### src/rtl/instr_imm_encoder_pkg.sv
// instr_imm_encoder_pkg: format/opcode codes shared by the immediate encoder and its range checker
package instr_imm_encoder_pkg;
    localparam logic [1:0] FMT_I   = 2'b00;
    localparam logic [1:0] FMT_S   = 2'b01;
    localparam logic [1:0] FMT_SB  = 2'b10;
    localparam logic [1:0] FMT_RSV = 2'b11;

    localparam logic [6:0] OPC_LOAD   = 7'b0000011;
    localparam logic [6:0] OPC_OPIMM  = 7'b0010011;
    localparam logic [6:0] OPC_STORE  = 7'b0100011;
    localparam logic [6:0] OPC_BRANCH = 7'b1100011;

    // Only opcode[6:5] distinguishes the major class; the reserved format never matches.
    function automatic logic opc_ok(input logic [1:0] fmt, input logic [6:0] opcode);
        return fmt == FMT_I  ? opcode[6:5] == OPC_LOAD[6:5]   :
               fmt == FMT_S  ? opcode[6:5] == OPC_STORE[6:5]  :
               fmt == FMT_SB ? opcode[6:5] == OPC_BRANCH[6:5] : 1'b0;
    endfunction
endpackage

### src/rtl/instr_imm_encoder_imm_range_check.sv
// imm_range_check: does a 64-bit sign-extended immediate fit its format's field, and is it aligned
module imm_range_check
    import instr_imm_encoder_pkg::*;
(
    input  logic [63:0] imm,
    input  logic [1:0]  fmt,
    output logic        fits,
    output logic        aligned
);
    assign fits    = fmt == FMT_SB ? (&imm[63:12] | ~|imm[63:12]) : (&imm[63:11] | ~|imm[63:11]);
    assign aligned = fmt != FMT_SB | !imm[0];
endmodule

### src/rtl/instr_imm_encoder.sv
// instr_imm_encoder: packs I/S/SB instruction words, streams them with load addresses, rejects bad requests
module instr_imm_encoder
    import instr_imm_encoder_pkg::*;
#(
    parameter int                ADDR_W    = 8,
    parameter logic [ADDR_W-1:0] BASE_ADDR = '0,
    parameter int                ERR_CNT_W = 8
) (
    input  logic                 clk,
    input  logic                 rst_n,
    input  logic                 clear,
    input  logic                 in_valid,
    output logic                 in_ready,
    input  logic [1:0]           fmt,
    input  logic [6:0]           opcode,
    input  logic [2:0]           funct3,
    input  logic [4:0]           rd,
    input  logic [4:0]           rs1,
    input  logic [4:0]           rs2,
    input  logic [63:0]          imm,
    output logic                 out_valid,
    input  logic                 out_ready,
    output logic [31:0]          instr,
    output logic [ADDR_W-1:0]    out_addr,
    output logic                 err_pulse,
    output logic [ERR_CNT_W-1:0] err_cnt
);
    logic                 fits, aligned, good, acc, take;
    logic [31:0]          enc;
    logic                 out_valid_q, out_valid_d, err_pulse_q, err_pulse_d;
    logic [31:0]          instr_q, instr_d;
    logic [ADDR_W-1:0]    out_addr_q, out_addr_d, nxt_q, nxt_d;
    logic [ERR_CNT_W-1:0] err_cnt_q, err_cnt_d;

    imm_range_check u_range (
        .imm     (imm),
        .fmt     (fmt),
        .fits    (fits),
        .aligned (aligned)
    );

    assign in_ready = !out_valid_q | out_ready;
    assign acc      = in_valid & in_ready;
    assign good     = fits & aligned & opc_ok(fmt, opcode);
    assign take     = acc & good & !clear;

    always_comb begin
        enc = fmt == FMT_I ? {imm[11:0], rs1, funct3, rd, opcode} :
              fmt == FMT_S ? {imm[11:5], rs2, rs1, funct3, imm[4:0], opcode} :
                             {imm[12], imm[10:5], rs2, rs1, funct3, imm[4:1], imm[11], opcode};
    end

    // A rejected request still drains the slot, so acc alone decides the new valid.
    always_comb begin
        out_valid_d = clear ? 1'b0 : acc ? good : out_valid_q & !out_ready;
        instr_d     = take ? enc : instr_q;
        out_addr_d  = clear ? BASE_ADDR : take ? nxt_q : out_addr_q;
        nxt_d       = clear ? BASE_ADDR : take ? nxt_q + ADDR_W'(4) : nxt_q;
        err_pulse_d = acc & !good & !clear;
        err_cnt_d   = clear ? '0 : (err_pulse_d & ~&err_cnt_q) ? err_cnt_q + ERR_CNT_W'(1) : err_cnt_q;
    end

    always_ff @(posedge clk or negedge rst_n) begin
        if (!rst_n) begin
            out_valid_q <= 1'b0;
            instr_q     <= '0;
            out_addr_q  <= BASE_ADDR;
            nxt_q       <= BASE_ADDR;
            err_pulse_q <= 1'b0;
            err_cnt_q   <= '0;
        end else begin
            out_valid_q <= out_valid_d;
            instr_q     <= instr_d;
            out_addr_q  <= out_addr_d;
            nxt_q       <= nxt_d;
            err_pulse_q <= err_pulse_d;
            err_cnt_q   <= err_cnt_d;
        end
    end

    assign out_valid = out_valid_q;
    assign instr     = instr_q;
    assign out_addr  = out_addr_q;
    assign err_pulse = err_pulse_q;
    assign err_cnt   = err_cnt_q;
endmodule

### config.mk
export PLATFORM = sky130hd
export DESIGN_NAME = instr_imm_encoder
export DESIGN_NICKNAME = d
export VERILOG_FILES = /design/src/rtl/instr_imm_encoder_pkg.sv /design/src/rtl/instr_imm_encoder_imm_range_check.sv /design/src/rtl/instr_imm_encoder.sv
export SDC_FILE = /design/constraint.sdc
export NUM_CORES = 1
export LEC_CHECK = 0
export ABC_AREA = 1
export CORE_ASPECT_RATIO = 0.7
export CORE_MARGIN = 2
export CORE_UTILIZATION = 45
export DETAILED_ROUTE_END_ITERATION = 8
export PLACE_DENSITY = 0.95
export SYNTH_ARGS = -nofsm -noshare
export SYNTH_HDL_FRONTEND = slang
export SYNTH_SLANG_ARGS = --single-unit
### constraint.sdc
create_clock -name clk -period 4.1 [get_ports clk]
set_input_delay 0.82 -clock clk [delete_from_list [all_inputs] [get_ports clk]]
set_output_delay 0.82 -clock clk [all_outputs]
set_load 0.005 [all_outputs]
==> qor.yml, run 1 <==
status: "finished, final reports clean"
routedWlPerCell_um: 14.0
grt_max_degree: 56
hp-class: "reg2reg"
ir_worst_vdd_mv: 0.147
post_cts_buffers: 0
synth_cells: 461
netlist_area_sq_um: 3240
grt_pass1_vias: 3401
tns_ns: 0
skew_ns: 0.00825
grt.overflow.total: 0
grt_pass1_wl_mm: 15.6
grt_use_total_pct: 25.0
critical_path_peak_fanout: 45
tightest_slew_ns: 0.655
hpwl_mm: 8.01
yosys_most_used_dff: "dfrtp_1"
setup_violations: 0
fp.dieW_um: 105
drc: 0
leakage_nw: 2.29
ys_ff_latch: 55
hold_buffers: 0
dieArea_sq_um: 7900
avgSynthCellArea_sq_um: 7.02
rows: 25
cts.sinks: 55
firstDrtPassIters: 5
grt_antenna_before_repair: 0
cts_resized: 0
power.density_nw_per_um2: 219
antenna_cells: 0
fmax_ghz: 0.345
synth_edf_count: 0
io_pins: 147
portBuffers: 146
core_sq_um: 6850
drtIter0Drc: 232
dp.cells: 694
die_h_um: 74.9
finalCritPeriodShare_pct: 70.8
clock_path_buffers: 2
slew_headroom_pct: 56.4
via_count: 3503
ys.warnings.count: 0
synth_cell_types: 28
crit_required_ns: 4.29
critPathKind: "in2reg"
hold_slack_ns: 0.492
viasPerCell: 4.99
cts_made_buffers: 5
arrival_ns: 3.09
place_ws_ns: 0.883
postLayoutCoreUtil_pct: 71.3
ys_seq_area_share_pct: 42.5
num-nets-final: 705
htreeDepth: 2
cts_tree: "built"
slew_viol_final: 0
start_util_pct: 47.2
setup_ws_ns: 1.20
clock_latency_ns: 0.31
fin_crit_ns: 2.90
rsz0062_at_grt: "no"
critPathCaptureType: "flip-flop"
gp_congestion: 1.13
worstSetupStartpointType: "input port"
fillers: 551
clock_tree.root_cell: "clkbuf_8"
ant_nets: 0
clk_pin_slew_ns: 0.10
instances_no_fill: 702
hold_violations: 0
synth_fp_nets: 559
wl_mm: 9.85
async_flop_share_pct: 100
cap_violations: 0
areaGrowthSynthToFinish_pct: 50.9
drive_gt1_share_pct: 3.95
## layer usage
layer / routed length (um) / vias up / track usage [%]
li1: - / 1751 / -
met1: 4340 / 1568 / 33.3
met2: 4490 / 161 / 42.9
met3: 784 / 23 / 4.42
met4: 231 / 0 / 6.81
met5: 0 / - / 0
## cell usage after synthesis (3+ instances only)
| cell type | number | area share [%] |
|---|---|---|
| nor3_1 | 3 | 0.46 |
| o21ai_1 | 39 | 6.0 |
| nand3_1 | 26 | 4.0 |
| mux2i_1 | 9 | 2.8 |
| nand4_1 | 14 | 2.7 |
| inv_2 | 5 | 0.58 |
| buf_2 | 6 | 0.93 |
| nor2_1 | 76 | 8.8 |
| nand2_1 | 133 | 15 |
| inv_1 | 61 | 7.1 |
| xor2_1 | 7 | 1.9 |
| a21oi_1 | 3 | 0.46 |
| o21ai_0 | 5 | 0.77 |
| nand2_2 | 3 | 0.58 |
| dfrtp_1 | 55 | 43 |
## critical path: stages
cell	delay [ns]
clkdlybuf4s50_1	0.50
inv_1	0.14
nand2_2	0.22
a221oi_4	0.44
nand4_4	0.37
buf_4	0.41
nand2_1	0.10
o21ai_1	0.07
## per-stage QoR
stage	area, sq um	total power, mW
4_1_cts	4880	1.07
3_3_place_gp	4780	0.754
3_5_place_dp	4780	0.759
5_1_grt	4880	1.12
2_1_floorplan	3240	0.619
6_report	4880	1.07
## placed cells by master (no fill, tap or decap)
| cell | instances |
|---|---|
| clkdlybuf4s50_1 | 145 |
| nand2_1 | 133 |
| nor2_1 | 76 |
| inv_1 | 61 |
| dfrtp_1 | 55 |
| o21ai_1 | 39 |
| nand3_1 | 26 |
| nand4_1 | 14 |
| mux2i_1 | 9 |
| xor2_1 | 7 |
| clkbuf_8 | 6 |
| inv_2 | 5 |
| o21ai_0 | 5 |
| nand2_2 | 3 |
| a21oi_1 | 3 |
| nor3_1 | 3 |
| buf_4 | 3 |
| ha_1 | 2 |
| or2_1 | 1 |
| a221oi_4 | 1 |
| clkinv_1 | 1 |
| nand4_4 | 1 |
| nand3_2 | 1 |
| a221oi_1 | 1 |
| nand3b_1 | 1 |
| o22ai_1 | 1 |
| xnor2_1 | 1 |
| o22ai_2 | 1 |
| inv_8 | 1 |
| clkinv_4 | 1 |
| buf_2 | 1 |
## state kept, by name (all words and copies together), names as in the netlist
register   flops
instr         32
err_cnt        8
out_addr       7
nxt_q          6
err_pulse      1
out_valid      1
## cell type report
| class | count | area [sq um] | area share [%] |
|---|---|---|---|
| clock buffers | 6 | 82.6 | 1.69 |
| clock inverters | 2 | 20.0 | 0.410 |
| inverters | 67 | 251 | 5.15 |
| multi-input cells | 329 | 1560 | 31.9 |
| flip-flops and latches | 55 | 1380 | 28.2 |
| well taps | 94 | 118 | 2.41 |
| repair buffers | 149 | 1480 | 30.3 |
## cell families (layout without fill, tap and decap cells)
family          Yosys count  after routing  share of synthesized area, %
flops                    55             55                          42.5
xor+xnor                  8              8                          2.17
buf+inv                  77            224                          9.40
compound gates           51             51                          8.93
fa+ha+maj                 2              2                         0.773
mux                       9              9                          2.78
simple gates            259            259                          33.4
## report_power, final
| part | leakage [nW] | total [mW] | internal (mW) | switching (mW) |
|---|---|---|---|---|
| logic | 1.47 | 0.200 | 0.111 | 0.0890 |
| clock network | 0.0533 | 0.320 | 0.142 | 0.178 |
| registers | 0.766 | 0.550 | 0.545 | 0.00418 |
| total | 2.29 | 1.07 | 0.799 | 0.271 |
## worst paths after layout
check                                 from    endpoint  slack (ns)  cells after the start
worst max-delay path                fmt[1]   instr[12]        1.20                      8
worst min-delay path              instr[5]    instr[5]        0.49                      2
worst max register to register  err_cnt[0]  err_cnt[6]        2.03                      8
worst min register to register    instr[5]    instr[5]        0.49                      2
max in group asynchronous            rst_n    instr[6]        3.05                      2
min in group asynchronous            rst_n   instr[25]        0.62                      2
No activity file was read; power rests on OpenSTA's default activity.
==> run 2, diff against run 1 <==
CORE_UTILIZATION = 42   (was 45)
PLACE_DENSITY = 0.91   (was 0.95)
clock period = 3 ns   (was 4.1 ns; I/O delays follow)
==> run 2 against run 1 <==
Critical path depth grew 7. Wire length shrank 6.7%. Count of clock-buffer cells in the layout shrank 1. Clock skew grew 0.0027 ns. Hold slack lost 0.22 ns. Sequential share of layout area is the same. Final area is the same. Non-clock buffer count grew 2. Combinational power grew 35%. First-iteration DRC count grew 11%. Flip-flop and latch count is the same. Clock power grew 19%. Critical path type unchanged. Largest cell class unchanged.
==> qor.yml, run 2 (synthesized netlist as in run 1, its figures left out) <==
status: "finished, final reports clean"
placed_area_sq_um: 4800  # +0.42%
via_count: 3432  # -2.0%
fin_crit_ns: 2.30
tns_ns: 0  # unchanged
slowest_delay_ns: 0.54  # +0.04 ns
grt_antenna_before_repair: 0  # unchanged
leakage_nw: 2.28  # about the same
power.density_nw_per_um2: 288  # +31%
postLayoutCoreUtil_pct: 66.1  # -5.2 points
drc: 0  # unchanged
rsz0062_at_grt: "no"
gp_congestion: 1.03  # -8.8%
slew_viol_final: 0  # unchanged
areaGrowthSynthToFinish_pct: 50.9  # unchanged
num-nets-final: 707  # +0.28%
critical_path_peak_fanout: 9  # -80%
cp_top_family: "simple AND/OR/NAND/NOR gates"
hold_buffers: 0  # unchanged
grt_max_degree: 42  # -25%
htreeDepth: 2  # unchanged
slew_headroom_pct: 64.3  # +7.9 points
ir_worst_vdd_mv: 0.244  # +66%
routedWlPerCell_um: 13.0  # -7.3%
crit_top_cell: "nand2_1"
layout_common_cells: "clkdlybuf4s50_1 (145), nand2_1 (133), nor2_1 (76), inv_1 (61), dfrtp_1 (55)"
tightest_slew_ns: 0.536  # -0.119 ns
drtIter0Drc: 258  # +11%
clock_path_buffers: 2  # unchanged
finalCritPeriodShare_pct: 76.6
ant_nets: 0  # unchanged
fmax_ghz: 0.435
firstDrtPassIters: 5  # unchanged
clk_pin_slew_ns: 0.09  # about the same
die_h_um: 77.4  # +3.3%
setup_violations: 0  # unchanged
critical_path.slowest_cell: "clkdlybuf4s50_1"
wl_mm: 9.20  # -6.7%
post_cts_buffers: 0  # unchanged
worstSetupStartpointType: "input port"
crit_required_ns: 3.21  # -1.08 ns
cts_tree: "built"
drive_gt1_share_pct: 4.11  # +0.16 points
core_sq_um: 7380  # +7.8%
io_pins: 147  # unchanged
path_cells: "clkdlybuf4s50_1 > nand2_1 > inv_1 > nand2_1 > nor2_1 > nand2_1 > nor2_1 > nand2_1 > nand2_1 > nand2_1 > nand2_2 > nand3_2 > nand2_2 > nand3_1 > o21ai_0"
final_common_cell: "clkdlybuf4s50_1"
critPathCaptureType: "flip-flop"
critPathKind: "in2reg"
crit_buf_inv: 2  # -1
skew_ns: 0.0110  # +0.00271 ns
grt.overflow.total: 0  # unchanged
viasPerCell: 4.85  # -2.7%
fp.dieW_um: 109  # +3.4%
cts_made_buffers: 5  # unchanged
grt_use_total_pct: 22.4  # -2.6 points
cts_resized: 0  # unchanged
grt_pass1_wl_mm: 15.1  # -3.5%
stdcell_area_sq_um: 4880  # unchanged
antenna_cells: 0  # unchanged
largest_register_ffs: 32  # unchanged
arrival_ns: 2.51  # -0.58 ns
hp-class: "in2async"
portBuffers: 146  # unchanged
hold_violations: 0  # unchanged
cts.sinks: 55  # unchanged
clock_latency_ns: 0.30  # about the same
dieArea_sq_um: 8430  # +6.8%
cap_violations: 0  # unchanged
hpwl_mm: 7.68  # -4.1%
clock_tree.root_cell: "clkbuf_8"
fillers: 586  # +6.4%
grt_pass1_vias: 3317  # -2.5%
start_util_pct: 43.8  # -3.4 points
rows: 26  # +4.0%
-- run 2: area by class of cell --
cell class / count / area (sq um) / share of cell area, %
clock buffers: 5 / 68.8 / 1.41
clock inverters: 2 / 13.8 / 0.282
inverters: 67 / 251 / 5.15
multi-input cells: 329 / 1560 / 31.9
flip-flops and latches: 55 / 1380 / 28.2
well taps: 98 / 123 / 2.51
repair buffers: 151 / 1490 / 30.6
-- run 2: routing by layer --
metal / part of all wire [%] / track usage [%]
met5: 0 / 0
met4: 0.77 / 3.59
met3: 7.8 / 4.45
met2: 48 / 38.4
met1: 43 / 29.5
-- run 2: per-stage QoR --
stage          hold WS [ns]  cells  power, mW  worst slack (ns)
2_1_floorplan         0.304    461      0.846              1.16
3_3_place_gp          0.473    700       1.03             0.483
3_5_place_dp          0.482    700       1.04             0.391
4_1_cts               0.291    707       1.42             0.697
5_1_grt               0.295    707       1.48             0.484
6_report              0.269    707       1.40             0.703
-- run 2: final timing paths --
path                             from          to  slack [ns]  cells past startpoint
min reg2reg                 instr[31]   instr[31]        0.50                      2
max                           imm[12]    nxt_q[3]        0.70                     15
max reg2reg                err_cnt[0]  err_cnt[0]        0.92                      8
min                             rst_n  err_cnt[5]        0.27                      1
max in group asynchronous       rst_n   instr[14]        1.94                      2
min in group clk            instr[31]   instr[31]        0.50                      2
-- run 2: power breakdown --
| group | switching [mW] | internal (mW) | leakage [nW] |
|---|---|---|---|
| Clock | 0.221 | 0.160 | 0.0440 |
| Combinational | 0.119 | 0.152 | 1.47 |
| Sequential | 0.00669 | 0.745 | 0.766 |
| Total | 0.347 | 1.06 | 2.28 |
